==> src/rtl/uart_pkg.sv <==
`default_nettype none
// ============================================================================
// Package  : uart_pkg
// Brief    : Shared receiver types and oversampling constants for the UART.
// Revision : 1.0 - initial release
// ============================================================================
package uart_pkg;

  typedef enum logic [2:0] {
    IDLE   = 3'd0,
    START  = 3'd1,
    DATA   = 3'd2,
    PARITY = 3'd3,
    STOP   = 3'd4
  } rx_state_t;

  localparam int         OVERSAMPLE = 8;
  localparam logic [2:0] MID_TICK   = 3'd3;
  localparam logic [2:0] LAST_TICK  = 3'(OVERSAMPLE - 1);
  localparam int         DATA_BITS  = 8;
  localparam logic [2:0] LAST_BIT   = 3'(DATA_BITS - 1);

endpackage : uart_pkg
`default_nettype wire

==> src/rtl/uart_rx_if.sv <==
`default_nettype none
// ============================================================================
// Interface : uart_rx_if
// Brief     : Serial line, oversample tick and host holding-register handshake.
// Revision  : 1.0 - initial release
// ============================================================================
interface uart_rx_if;
  import uart_pkg::*;

  logic                 bclkx8;
  logic                 rxd;
  logic                 rd;
  logic [DATA_BITS-1:0] rx_data;
  logic                 rdrf;
  logic                 fe;
  logic                 oe;
  logic                 pe;

  modport master (
    output bclkx8, rxd, rd,
    input  rx_data, rdrf, fe, oe, pe
  );

  modport slave (
    input  bclkx8, rxd, rd,
    output rx_data, rdrf, fe, oe, pe
  );

endinterface : uart_rx_if
`default_nettype wire

==> src/rtl/uart_sync2.sv <==
`default_nettype none
// ============================================================================
// Module   : uart_sync2
// Brief    : Two-flop synchronizer for asynchronous inputs, settable reset value.
// Revision : 1.0 - initial release
// ============================================================================
module uart_sync2 #(
  parameter bit RESET_VAL = 1'b1
) (
  input  logic clk,
  input  logic rstb,
  input  logic d,
  output logic q
);

  logic r_meta;
  logic r_sync;

  always_ff @(posedge clk or negedge rstb) begin
    if (!rstb) begin
      r_meta <= RESET_VAL;
      r_sync <= RESET_VAL;
    end else begin
      r_meta <= d;
      r_sync <= r_meta;
    end
  end

  assign q = r_sync;

endmodule : uart_sync2
`default_nettype wire

==> src/rtl/uart_rx.sv <==
`default_nettype none
// ============================================================================
// Module   : uart_rx
// Brief    : 8x-oversampled UART receiver, 8N1 by default; define
//            UART_RX_PARITY_EN for 8E1/8O1 (sense from PARITY_ODD).
// Revision : 1.0 - initial release
// ============================================================================
module uart_rx #(
  parameter bit PARITY_ODD = 1'b0
) (
  input  logic     clk,
  input  logic     rstb,
  uart_rx_if.slave bus
);
  import uart_pkg::*;

  rx_state_t            r_state, w_state_nxt;
  logic [2:0]           r_cnt, w_cnt_nxt;
  logic [2:0]           r_bidx, w_bidx_nxt;
  logic [DATA_BITS-1:0] r_shreg, w_shreg_nxt;
  logic [DATA_BITS-1:0] r_data, w_data_nxt;
  logic                 r_rdrf, w_rdrf_nxt;
  logic                 r_fe, w_fe_nxt;
  logic                 r_oe, w_oe_nxt;
  logic                 r_brk_wait, w_brk_wait_nxt;
  logic                 w_rxs;
  logic                 w_tick;
`ifdef UART_RX_PARITY_EN
  logic                 r_par, w_par_nxt;
  logic                 r_pe, w_pe_nxt;
`endif

  uart_sync2 #(.RESET_VAL(1'b1)) u_rxd_sync (
    .clk  (clk),
    .rstb (rstb),
    .d    (bus.rxd),
    .q    (w_rxs)
  );

  assign w_tick = bus.bclkx8;

  always_comb begin
    w_state_nxt    = r_state;
    w_cnt_nxt      = r_cnt;
    w_bidx_nxt     = r_bidx;
    w_shreg_nxt    = r_shreg;
    w_data_nxt     = r_data;
    w_rdrf_nxt     = r_rdrf & ~bus.rd;
    w_fe_nxt       = r_fe   & ~bus.rd;
    w_oe_nxt       = r_oe   & ~bus.rd;
    w_brk_wait_nxt = r_brk_wait;
`ifdef UART_RX_PARITY_EN
    w_par_nxt      = r_par;
    w_pe_nxt       = r_pe   & ~bus.rd;
`endif

    if (w_tick) begin
      w_cnt_nxt = r_cnt + 3'd1;
      case (r_state)
        IDLE: begin
          w_cnt_nxt = 3'd0;
          if (r_brk_wait) begin
            if (w_rxs) w_brk_wait_nxt = 1'b0;
          end else if (!w_rxs) begin
            // The detect tick is position 0 of the start bit, so the
            // mid-bit check lands MID_TICK ticks after detection.
            w_state_nxt = START;
            w_cnt_nxt   = 3'd1;
          end
        end
        START: begin
          if (r_cnt == MID_TICK) begin
            if (w_rxs) begin
              w_state_nxt = IDLE;
            end else begin
              w_state_nxt = DATA;
              w_cnt_nxt   = 3'd0;
              w_bidx_nxt  = 3'd0;
            end
          end
        end
        DATA: begin
          if (r_cnt == LAST_TICK) begin
            w_shreg_nxt = {w_rxs, r_shreg[DATA_BITS-1:1]};
            w_bidx_nxt  = r_bidx + 3'd1;
            if (r_bidx == LAST_BIT) begin
`ifdef UART_RX_PARITY_EN
              w_state_nxt = PARITY;
`else
              w_state_nxt = STOP;
`endif
            end
          end
        end
`ifdef UART_RX_PARITY_EN
        PARITY: begin
          if (r_cnt == LAST_TICK) begin
            w_par_nxt   = w_rxs;
            w_state_nxt = STOP;
          end
        end
`endif
        STOP: begin
          if (r_cnt == LAST_TICK) begin
            // Load beats a same-cycle read: rdrf stays set, overrun is not flagged.
            w_data_nxt  = r_shreg;
            w_rdrf_nxt  = 1'b1;
            w_fe_nxt    = w_fe_nxt | ~w_rxs;
            w_oe_nxt    = w_oe_nxt | (r_rdrf & ~bus.rd);
`ifdef UART_RX_PARITY_EN
            w_pe_nxt    = w_pe_nxt | ((^r_shreg) ^ r_par ^ PARITY_ODD);
`endif
            if (!w_rxs) w_brk_wait_nxt = 1'b1;
            w_state_nxt = IDLE;
          end
        end
        default: begin
          w_state_nxt = IDLE;
          w_cnt_nxt   = 3'd0;
        end
      endcase
    end
  end

  always_ff @(posedge clk or negedge rstb) begin
    if (!rstb) begin
      r_state    <= IDLE;
      r_cnt      <= 3'd0;
      r_bidx     <= 3'd0;
      r_shreg    <= '0;
      r_data     <= '0;
      r_rdrf     <= 1'b0;
      r_fe       <= 1'b0;
      r_oe       <= 1'b0;
      r_brk_wait <= 1'b0;
`ifdef UART_RX_PARITY_EN
      r_par      <= 1'b0;
      r_pe       <= 1'b0;
`endif
    end else begin
      r_state    <= w_state_nxt;
      r_cnt      <= w_cnt_nxt;
      r_bidx     <= w_bidx_nxt;
      r_shreg    <= w_shreg_nxt;
      r_data     <= w_data_nxt;
      r_rdrf     <= w_rdrf_nxt;
      r_fe       <= w_fe_nxt;
      r_oe       <= w_oe_nxt;
      r_brk_wait <= w_brk_wait_nxt;
`ifdef UART_RX_PARITY_EN
      r_par      <= w_par_nxt;
      r_pe       <= w_pe_nxt;
`endif
    end
  end

  assign bus.rx_data = r_data;
  assign bus.rdrf    = r_rdrf;
  assign bus.fe      = r_fe;
  assign bus.oe      = r_oe;
`ifdef UART_RX_PARITY_EN
  assign bus.pe      = r_pe;
`else
  logic unused_parity_odd;
  assign unused_parity_odd = PARITY_ODD;
  assign bus.pe      = 1'b0;
`endif

endmodule : uart_rx
`default_nettype wire

==> src/flat_wrapper.sv <==
// flat-port wrapper written by rule: the top's interface ports become plain ports
module uart_rx_flat import uart_pkg::*;
#(
  parameter bit PARITY_ODD = 1'b0
)
  (clk, rstb, bus_bclkx8, bus_rxd, bus_rd, bus_rx_data, bus_rdrf, bus_fe, bus_oe, bus_pe);
  uart_rx_if bus_i ();
  input  logic clk;
  input  logic rstb;
  input wire logic [$bits(bus_i.bclkx8)-1:0] bus_bclkx8;
  input wire logic [$bits(bus_i.rxd)-1:0] bus_rxd;
  input wire logic [$bits(bus_i.rd)-1:0] bus_rd;
  output wire logic [$bits(bus_i.rx_data)-1:0] bus_rx_data;
  output wire logic [$bits(bus_i.rdrf)-1:0] bus_rdrf;
  output wire logic [$bits(bus_i.fe)-1:0] bus_fe;
  output wire logic [$bits(bus_i.oe)-1:0] bus_oe;
  output wire logic [$bits(bus_i.pe)-1:0] bus_pe;
  assign bus_i.bclkx8 = bus_bclkx8;
  assign bus_i.rxd = bus_rxd;
  assign bus_i.rd = bus_rd;
  assign bus_rx_data = bus_i.rx_data;
  assign bus_rdrf = bus_i.rdrf;
  assign bus_fe = bus_i.fe;
  assign bus_oe = bus_i.oe;
  assign bus_pe = bus_i.pe;
  uart_rx #(.PARITY_ODD(PARITY_ODD)) u_core (.clk(clk), .rstb(rstb), .bus(bus_i));
endmodule
==> config.mk <==
export PLATFORM = sky130hd
export DESIGN_NAME = uart_rx_flat
export DESIGN_NICKNAME = d
export VERILOG_FILES = /design/src/rtl/uart_pkg.sv /design/src/rtl/uart_rx_if.sv /design/src/rtl/uart_sync2.sv /design/src/rtl/uart_rx.sv /design/src/flat_wrapper.sv
export SDC_FILE = /design/constraint.sdc
export NUM_CORES = 1
export LEC_CHECK = 0
export ABC_AREA = 1
export CORE_ASPECT_RATIO = 1.2
export CORE_MARGIN = 2
export CORE_UTILIZATION = 25
export CTS_BUF_LIST = sky130_fd_sc_hd__clkbuf_4 sky130_fd_sc_hd__clkbuf_8
export CTS_CLUSTER_DIAMETER = 50
export DETAILED_ROUTE_END_ITERATION = 7
export GPL_ROUTABILITY_DRIVEN = 0
export PLACE_DENSITY = 0.44
export SLEW_MARGIN = 10
export SYNTH_ARGS = -nofsm -noshare
export SYNTH_HDL_FRONTEND = slang
export SYNTH_SLANG_ARGS = --single-unit
==> constraint.sdc <==
create_clock -name clk -period 1.8 [get_ports clk]
set_clock_uncertainty 0.15 [all_clocks]
set_input_delay 0.27 -clock clk [delete_from_list [all_inputs] [get_ports clk]]
set_output_delay 0.27 -clock clk [all_outputs]
set_load 0.02 [all_outputs]
==> results.yml, run 1 <==
detailed_routing:
  vias_per_cell: 4.03
  routed-via-count: 1121
  detail_route.wl_per_cell_microns: 10.8
  postRouteAntennaNets: 0
  drt_first_pass_iters: 4
  routed_wl_microns: 3010
  detail_route.iter0.violations: 42
  remaining_drc_errors: 0
timing:
  setup_violations: 0
  setup_repair_after_global_routing_missed_its_margin: "false"
  maximum_clock_rate_ghz: 0.588
  slew_violations: 0
  timing.setup.tns_ns: 0
  timing.final.crit_share_pct: 94.5
  timing_hold_violations_final: 0
  fin_crit_ns: 1.70
final_layout:
  layout.cells.non_filler: 278
  layout.cells.most_common: "nand2_1"
  fillCellCount: 661
  nets: 206
  area_growth_pct: 24.5
  mostFrequentLayoutCells: "nand2_1 (49), dfrtp_1 (29), inv_1 (23), o21ai_2 (18), clkdlybuf4s50_1 (15)"
  insertedDiodeCount: 0
  final_layout_size_suffix_gt1_share_pct: 27.6
  fin_util_pct: 32.3
floorplanning:
  floorplan.io_pins: 17
  area_of_the_placeable_core_sq_mm: 0.00609
  die_area_sq_mm: 0.00698
  floorplan.rows: 31
  fp.dieW_microns: 76.6
  initial_core_util_pct: 26.0
  die_height_microns: 91.1
grt:
  grtUsageMet1_pct: 11.1
  via_count_of_the_first_global_routing_pass: 1171
  grt_pass1_wl_microns: 5350
  grt_util_all_layers_pct: 9.82
  met2_usage_pct: 16.7
  grt_max_degree: 32
  grt_busiest_layer: "met2"
  grt_remaining_overflow: 0
  gr-usage-met3_pct: 2.88
  grt_antenna_before_repair: 0
synth:
  synthDominantAreaCellType: "dfrtp_1"
  synth_nets: 182
  synthDistinctLibCells: 23
  synth_seq_cells: 31
  netlist_instances: 171
  synth_top_area_share_pct: 45.9
  synth_top_cells_by_area: "dfrtp_1 (46%), nand2_1 (12%), o21ai_2 (10%), inv_1 (5.5%), ha_1 (4.7%)"
  synth.cell_area_sq_mm: 0.00158
  synth-seq-area-share_pct: 49.2
  ys_warn_count: 0
  synth_area_per_cell_sq_um: 9.25
cts:
  holdBufCountCts: 0
  clk_transition_reported_paths_ns: 0.07
  cts.root.buffer_cell: "clkbuf_8"
  cts_max_path_buffers: 2
  ctsResizeCount: 0
  clock-sinks: 31
  clock_latency_ns: 0.28
  cts_tree: "done"
  clock_h_tree_levels: 2
  cts_made_buffers: 5
  postCtsSetupBuffers: 0
setup_path:
  path_max_fanout: 3
  critical_path_depth: 1
  buffer_and_inverter_count_on_the_worst_path: 1
  worst_setup_path_start_kind: "flop"
  critical_path_required_ns: 1.38
  crit_arrival_ns: 1.28
  critical_path.reg2reg.endpoint: "u_core.bus.rx_data[6]"
  worstSetupEndpointType: "primary output"
  cp_slowest_stage_delay_ns: 0.63
  cpMaxStageDelayCell: "clkdlybuf4s50_1"
  critical-path-top-delay-family: "buffers and inverters"
  r2r-start: "u_core.r_cnt[0]"
  r2r_cells: 7
  critPathCapture: "bus_rdrf"
  cp_cell_sequence: "clkdlybuf4s50_1"
  regToRegSetupSlack_ns: 0.15
  crit_type: "reg -> out"
  start_point_of_the_critical_path: "u_core.bus.rdrf"
worst_hold_path:
  hold_path_class: "reg -> reg"
  hp-start: "u_core.u_rxd_sync.r_meta"
power:
  total_power_uw: 2130
  p_leak_uw: 0.000945
  peak_ir_drop_on_the_vdd_network_mv: 0.535
  total_power_density_per_cell_area_mw_per_mm2: 1080
job:
  maxCapViolCount: 0
run_status:
  status: "completed"
placed_design:
  hpwlAfterDp_microns: 2190
  port-buffer-count: 15
  numPlacedInstances: 270
through the flow:
| step | setup slack, ns | hold WS, ns | cell area (sq um) |
|---|---|---|---|
| floorplan | 0.263 | -0.176 | 1580 |
| global placement | 0.121 | 0.196 | 1860 |
| detailed placement | 0.106 | 0.197 | 1860 |
| CTS | 0.0630 | 0.207 | 1970 |
| global route | 0.0108 | 0.216 | 1970 |
| finish | 0.0982 | 0.206 | 1970 |
registers in the layout, summed over array words and instances (netlist names):
register	count
u_core.u_rxd_sync.r_meta	1
u_core.r_cnt	3
u_core.bus.rdrf	1
u_core.bus.fe	1
u_core.r_bidx	3
u_core.r_shreg	8
u_core.bus.rx_data	8
u_core.u_rxd_sync.q	1
u_core.r_brk_wait	1
u_core.r_state	3
u_core.bus.oe	1
metal layers:
layer	wire length [microns]	vias to the layer above
met5	0	-
met4	46	0
met3	102	4
met2	1480	17
met1	1370	524
li1	-	576
logic make-up (layout without fill, tap and decap cells):
| family | count (synthesis) | in the layout | share of synthesized area, % |
|---|---|---|---|
| fa+ha+maj | 6 | 6 | 4.75 |
| compound gates | 26 | 26 | 12.8 |
| simple gates | 77 | 77 | 24.2 |
| buf+inv | 30 | 55 | 8.78 |
| other cells | 1 | 1 | 0.237 |
| flops | 31 | 31 | 49.2 |
area by class of cell:
| cell class | count | area, sq um | share of cell area [%] |
|---|---|---|---|
| Clock buffer | 7 | 96.3 | 4.89 |
| Clock inverter | 1 | 7.51 | 0.381 |
| Inverter | 26 | 97.6 | 4.96 |
| Multi-Input combinational cell | 110 | 667 | 33.9 |
| Sequential cell | 31 | 778 | 39.5 |
| Tap cell | 82 | 103 | 5.21 |
| Timing Repair Buffer | 21 | 220 | 11.2 |
worst min path at each step:
stage	end	slack [ns]	cells past startpoint
after floorplan	u_core.bus.fe	-0.18	0
after global routing	u_core.u_rxd_sync.q	0.22	0
after global placement	u_core.u_rxd_sync.q	0.20	0
after CTS	u_core.u_rxd_sync.q	0.21	0
after detailed placement	u_core.u_rxd_sync.q	0.20	0
final	u_core.u_rxd_sync.q	0.21	0
cells in the mapped netlist (all sizes together):
master,instances
dfrtp,29
a21oi,2
inv,26
o211ai,1
dfstp,2
buf,4
ha,6
nand3,11
nand2,59
o31ai,1
nand4,1
conb,1
nor2,6
o21ai,22
power breakdown:
group | total, uW | switching, uW | internal (uW)
Sequential | 855 | 88.0 | 767
Clock | 616 | 268 | 348
Combinational | 658 | 417 | 241
(Power assumes the default switching activity.)
==> run 2, diff against run 1 <==
TNS_END_PERCENT = 10   (was default)
==> results of run 2 <==
No change in the layout: final DEF, timing and power equal those of run 1.
==> run 3, diff against run 2 <==
CAP_MARGIN = 40   (was default)
==> results of run 3 <==
No change in the layout: final DEF, timing and power equal those of run 1.
